## config.mk

```make
export PLATFORM = sky130hd
export DESIGN_NAME = fetch_decode_32
export DESIGN_NICKNAME = d
export VERILOG_FILES = /design/src/rtl/fetch_decode_32.sv
export SDC_FILE = /design/constraint.sdc
export NUM_CORES = 1
export LEC_CHECK = 0
export BUFFER_PORTS_ARGS = -buffer_cell sky130_fd_sc_hd__buf_2
export CORE_ASPECT_RATIO = 1.25
export CORE_MARGIN = 1.5
export CORE_UTILIZATION = 30
export DETAILED_ROUTE_END_ITERATION = 8
export GPL_TIMING_DRIVEN = 0
export HOLD_SLACK_MARGIN = 0.08
export PLACE_DENSITY_LB_ADDON = 0.15
export SYNTH_ARGS = -nofsm -noshare
export SYNTH_HDL_FRONTEND = slang
export SYNTH_SLANG_ARGS = --single-unit
```

## constraint.sdc

```tcl
create_clock -name i_clk -period 1.35 [get_ports i_clk]
set_input_delay 0.135 -clock i_clk [delete_from_list [all_inputs] [get_ports i_clk]]
set_output_delay 0.135 -clock i_clk [all_outputs]
set_load 0.05 [all_outputs]
```

## src/rtl/fetch_decode_32.sv

```systemverilog
// Instruction fetch over a req/ack memory handshake and decode into the control fields
// (jump, beq, branch_offset, jump_addr) consumed by pc_control_32.
module fetch_decode_32 #(
   parameter int unsigned TIMEOUT = 16,
   parameter int unsigned CNT_W   = 5
) (
   input  logic        i_clk,
   input  logic        i_reset_n,
   input  logic [31:0] i_pc,
   input  logic        i_fetch_start,
   input  logic        i_alu_zero,
   output logic        o_mem_req,
   output logic [31:0] o_mem_addr,
   input  logic        i_mem_ack,
   input  logic [31:0] i_mem_rdata,
   output logic [31:0] o_instr,
   output logic        o_instr_valid,
   output logic        o_jump,
   output logic        o_beq,
   output logic [31:0] o_branch_offset,
   output logic [25:0] o_jump_addr,
   output logic [4:0]  o_rs,
   output logic [4:0]  o_rt,
   output logic [4:0]  o_rd,
   output logic        o_busy,
   output logic        o_fault
);

   typedef enum logic [1:0] {StIdle, StReq, StDec} state_e;

   state_e            r_state;
   state_e            w_state_nxt;
   logic [CNT_W-1:0]  r_cnt;
   logic [31:0]       r_mem_addr;
   logic [31:0]       r_instr;
   logic              r_jump;
   logic              r_is_beq;
   logic              r_fault;

   logic              w_start_ok;
   logic              w_misalign;
   logic              w_timeout;
   logic              w_ack;
   logic [5:0]        w_opcode;

   assign w_start_ok = i_fetch_start && (i_pc[1:0] == 2'b00);
   assign w_misalign = i_fetch_start && (i_pc[1:0] != 2'b00);
   assign w_ack      = (r_state == StReq) && i_mem_ack;
   // Timeout fires on the TIMEOUT-th unacknowledged REQ cycle.
   assign w_timeout  = (r_state == StReq) && !i_mem_ack && (r_cnt == CNT_W'(TIMEOUT - 1));
   assign w_opcode   = i_mem_rdata[31:26];

   always_ff @(posedge i_clk or negedge i_reset_n) begin
      if (!i_reset_n) begin
         r_state <= StIdle;
      end else begin
         r_state <= w_state_nxt;
      end
   end

   always_comb begin
      w_state_nxt = r_state;
      unique case (r_state)
         StIdle: if (w_start_ok) w_state_nxt = StReq;
         StReq: begin
            if (i_mem_ack)      w_state_nxt = StDec;
            else if (w_timeout) w_state_nxt = StIdle;
         end
         StDec:   w_state_nxt = StIdle;
         default: w_state_nxt = StIdle;
      endcase
   end

   always_comb begin
      o_mem_req     = (r_state == StReq);
      o_busy        = (r_state != StIdle);
      o_instr_valid = (r_state == StDec);
   end

   // Decoded registers load on the ack edge so they are visible during the DEC cycle.
   always_ff @(posedge i_clk or negedge i_reset_n) begin
      if (!i_reset_n) begin
         r_cnt      <= '0;
         r_mem_addr <= '0;
         r_instr    <= '0;
         r_jump     <= 1'b0;
         r_is_beq   <= 1'b0;
         r_fault    <= 1'b0;
      end else begin
         r_fault <= ((r_state == StIdle) && w_misalign) || w_timeout;
         if ((r_state == StIdle) && w_start_ok) begin
            r_mem_addr <= i_pc;
         end
         if ((r_state == StReq) && !i_mem_ack && !w_timeout) begin
            r_cnt <= r_cnt + 1'b1;
         end else begin
            r_cnt <= '0;
         end
         if (w_ack) begin
            r_instr  <= i_mem_rdata;
            r_jump   <= (w_opcode == 6'b000010) || (w_opcode == 6'b000011);
            r_is_beq <= (w_opcode == 6'b000100);
         end
      end
   end

   assign o_mem_addr      = r_mem_addr;
   assign o_fault         = r_fault;
   assign o_instr         = r_instr;
   assign o_jump          = r_jump;
   assign o_beq           = r_is_beq && i_alu_zero;
   assign o_branch_offset = {{16{r_instr[15]}}, r_instr[15:0]};
   assign o_jump_addr     = r_instr[25:0];
   assign o_rs            = r_instr[25:21];
   assign o_rt            = r_instr[20:16];
   assign o_rd            = r_instr[15:11];

endmodule

```

# Word-level counts from Yosys, hierarchy flattened
# Cells that the tools add are included.
# Widths: inputs -> output; s select.
[op_classes]
muxes = 5
n_reduce_logical = 18
n_addsub = 1
eq_ne = 8
[op_table]
columns = ["operator", "n"]
rows = [
  ["$eq 6x2->1 const B", 2],
  ["$logic_and 1x1->1", 9],
  ["$eq 6x3->1 const B", 1],
  ["$mux 2", 3],
  ["$add 5x1->5 const B", 1],
  ["$eq 5x4->1 const B", 1],
  ["$mux 5", 1],
  ["$logic_not 2->1", 2],
  ["$pmux 2 s2", 1],
  ["$reduce_bool 2->1", 2],
  ["$ne 3x1->1 const B", 1],
  ["$eq 2x1->1 const B", 1],
  ["$eq 2x2->1 const B", 1],
  ["$logic_not 1->1", 2],
  ["$logic_or 1x1->1", 2],
  ["$ne 2x2->1 const B", 1],
  ["$reduce_and 2->1", 1],
]
[word_totals]
reg_bits = 74
in_bits = 69
out_inout_bits = 143
elab_cells = 39

# Depth between registers and ports, before layout
[depth]
depth_word = 6
depth_mapped = 6
mapped_depth_nobuf = 6

# Least setup slack after synthesis
# Ideal clock, no wire load.
[synth_timing]
path_type = "reg2reg"
from = "register r_state[1]"
to = "register r_mem_addr[10], in the netlist o_mem_addr[10]"
t_arrival_ps = 1291
slack_ps = -66
setup_time_ps = 125
required_time_ps = 1225
synth_period_minus_slack_ps = 1416
stages_incl_launch_ff = 5
path_cell_list = "dfrtp_1 -> nor4_2 -> nand2_2 -> buf_6 -> mux2_4"
[synth_between]
elab_chain_len = 2
[synth_lines]
columns = ["element", "line", "text"]
rows = [
  ["start, declared", "31", "state_e r_state;"],
  ["start signal, assigned", "55", "r_state <= StIdle;"],
  ["start signal, assigned", "57", "r_state <= w_state_nxt;"],
  ["$logic_not 2->1", "91", "if ((r_state == StIdle) && w_start_ok) begin"],
  ["$logic_and 1x1->1", "91", ""],
  ["end signal, assigned", "92", "r_mem_addr <= i_pc;"],
  ["end, declared", "34", "logic [31:0] r_mem_addr;"],
]
# Every way passes these cells.
# A chain may end at the register's enable or synchronous reset.

# Worst setup path after layout
[layout_timing]
from = "register r_state[0]"
to = "register r_mem_addr[19], in the netlist o_mem_addr[19]"
# Same word-level chain as after synthesis.

==> out/metrics.cfg <==
[hold_path]
hp-start=i_mem_ack
min_delay_worst_endpoint=r_cnt[0]$_DFF_PN0_
holdCritPathClass=input port to flop
worstHoldPathCells=4

[die]
die_w_microns=99.2
start_util_pct=31.0
ioPinCount=212
dieHeight_microns=123
fp.dieArea_sq_um=12200
std_cell_rows=43
core-area_sq_um=11200

[yosys]
synth_cells=251
yosysUniqueCellTypes=24
syn_area_sq_um=3470
async_reset_ff_share_pct=100
ys_top_cells_by_area=dfrtp_1 53%, buf_4 16%, mux2_4 12%, mux2_2 11%, buf_6 0.97%
netlist_top_cells_count=74 x dfrtp_1, 73 x buf_4, 34 x mux2_2, 27 x mux2_4, 7 x nor2_1
synth_edf_count=0
ys_ff_latch=74
syn_nets=322
synthFlopType=dfrtp_1
synth.yosys.seq_area_share_pct=53.4
syn_avg_cell_area_sq_um=13.8
yosysTopAreaCell=dfrtp_1
synth_top_area_share_pct=53.4
synth_most_common_cell=dfrtp_1
ys_warn_count=0

[global_routing]
grt_pass1_wl_microns=13900
grt_pass1_vias=2891
grt_max_degree=39
overflow=0
track_usage_pct=14.7
antenna_found_initial=0

[placed_design]
numPortBuffers=211
dpl_cell_area_sq_um=4720
dp_hpwl_microns=5950
gp_congestion=0.647

[timing]
max_freq_ghz=0.682
drv_slew=0
fin_hold_ws_ns=0.128
fin_crit_ns=1.47
slew_headroom_pct=67.0
finalClockSkew_ns=0.00382
tightest_slew_ns=0.495
setup_viol=82
rsz0062_at_grt=yes
hold_violations=0
timing.final.ws_setup_ns=-0.117
finalCritPeriodShare_pct=109

[pwr]
power_density_nw_per_um2=2430
ir_drop_uv=1300
p_comb_share_pct=62.4
power_frac_seq_pct=21.3
finalPower_mw=15.5
p_int_mw=7.92
power_frac_clock_pct=16.4
p_switching_mw=7.61
p_sw_share_pct=49.0
power.leakage_nw=3.46

[final_layout]
multi_input_area_sq_um=1160
num-nets-final=624
n_fill_cell=921
drive_above_1_share_pct=72.0
seq_area_sq_um=1860
design_area_sq_um=6380
syn_to_final_growth_pct=83.9
n_antenna_cell=0
final_core_utilization_pct=57.0

[worst_setup_path]
arrival_ns=1.68
end_kind=flop
cpPeakStageDelay_ns=0.44
r2r_end=o_mem_addr[19]$_DFFE_PN0P_
crit_type=flop to flop
required_ns=1.56
start_kind=flop
crit_slowest_cell=dfrtp_2
worst_r2r_path_depth=4
r2r-start=r_state[0]$_DFFE_PN0P_
reg2reg_slack_ns=-0.12
cp_max_fo=5
path_cells=nor4_4 -> nand2_4 -> clkbuf_16 -> mux2_4

[drt]
dr.pass1.iters=4
drtAntennaViolNets=0
drt-initial-drc-count=37
drc_errors=0
routed_wl_microns=9550
vias_per_cell=4.18
vias=2896
wl_per_cell_microns=13.8

[clock_network]
clk_pin_slew_ns=0.06
cts-root-buf=clkbuf_16
cts_tree=yes
cts_buffers=9
cts_num_sinks=74
h-tree-depth=3
cts_buffer_depth=2
clock_latency_ns=0.33

[status]
status=finished, violations left
violations=setup timing

[flow_run]
maxCapViolations=0

worst max-delay path, delay by kind of cell, from the launching register on:
| kind | cells | cell delay [ns] |
|---|---|---|
| simple gates | 2 | 0.42 |
| mux | 1 | 0.29 |
| buf+inv | 1 | 0.19 |
| flops | 1 | 0.44 |
final cells by class:
cell class	instances	area share, %
buffer	80	11.5
clock buffer	10	3.75
clock inverter	5	1.24
inverter	3	0.176
multi-input combinational	94	18.3
sequential	74	29.1
tap	135	2.65
timing repair buffer	291	33.3
cells by family after synthesis:
group	after synthesis	synth area share [%]
AO/OA/AOI/OAI	5	1.08
XOR/XNOR	2	0.505
adder cells (fa/ha/maj)	2	0.721
buffers and inverters	83	17.7
flip-flops	74	53.4
multiplexers	61	22.7
AND/OR/NAND/NOR	24	3.97
metal layers:
metal / up-vias / wire length (microns) / global-route usage (%)
met2: 140 / 4930 / 25.8
met4: 0 / 202 / 7.66
met5: - / 0 / 0
met1: 1369 / 3760 / 16.7
li1: 1374 / - / -
met3: 13 / 663 / 3.45
registers in the layout, summed over array words and instances, names as in the netlist:
register	count
r_state	2
o_mem_addr	32
r_is_beq	1
o_instr	32
o_jump	1
o_fault	1
r_cnt	5
cells in the final DEF (no fill, tap or decap), drive strengths merged, types with 2 or more instances in the layout:
cell,instances
buf,305
dfrtp,74
dlygate4sd3,63
mux2,61
clkbuf,13
nor2,7
nand2,4
and2,3
inv,3
clkinv,3
and2b,2
nand3b,2
nor4,2
a32o,2
bufinv,2
and3,2
o21ai,2
ha,2
power by group through the flow:
stage	logic, mW	clock network, mW	registers, mW
floorplan	4.73	0	5.31
global placement	8.33	0	3.31
detailed placement	8.37	0	3.34
CTS	9.20	2.63	3.28
global route	10.0	2.72	3.40
finish	9.69	2.54	3.30
per-stage QoR:
step | std cells | setup TNS [ns] | worst slack (ns)
2_1_floorplan | 251 | -1.73 | -0.0662
3_3_place_gp | 597 | -39.52 | -0.402
3_5_place_dp | 598 | -12.00 | -0.247
4_1_cts | 685 | -6.67 | -0.127
5_1_grt | 692 | -10.10 | -0.159
6_report | 692 | -5.44 | -0.117
worst max-delay path by stage:
stage                      startpoint                          to  depth (start not counted)
6_report       r_state[0]$_DFFE_PN0P_  o_mem_addr[19]$_DFFE_PN0P_                          4
5_1_grt        r_state[0]$_DFFE_PN0P_  o_mem_addr[30]$_DFFE_PN0P_                          4
2_1_floorplan  r_state[1]$_DFFE_PN0P_  o_mem_addr[10]$_DFFE_PN0P_                          4
4_1_cts        r_state[0]$_DFFE_PN0P_  o_mem_addr[14]$_DFFE_PN0P_                          4
3_5_place_dp   r_state[1]$_DFFE_PN0P_     o_instr[26]$_DFFE_PN0P_                          4
3_3_place_gp                i_reset_n     o_instr[16]$_DFFE_PN0P_                          1
what timing repair did:
| action | 4_1_cts | 5_1_grt |
|---|---|---|
| buffers inserted | 8 | 4 |
| hold buffers | 63 | 0 |
| cloned | 1 | 3 |
| pin swaps | 5 | 5 |
| resized for setup | 94 | 59 |
| endpoints found under the setup margin | 90 | 93 |
| hold endpoints to repair | 99 | 0 |
No activity file was read; power rests on OpenSTA's default activity.
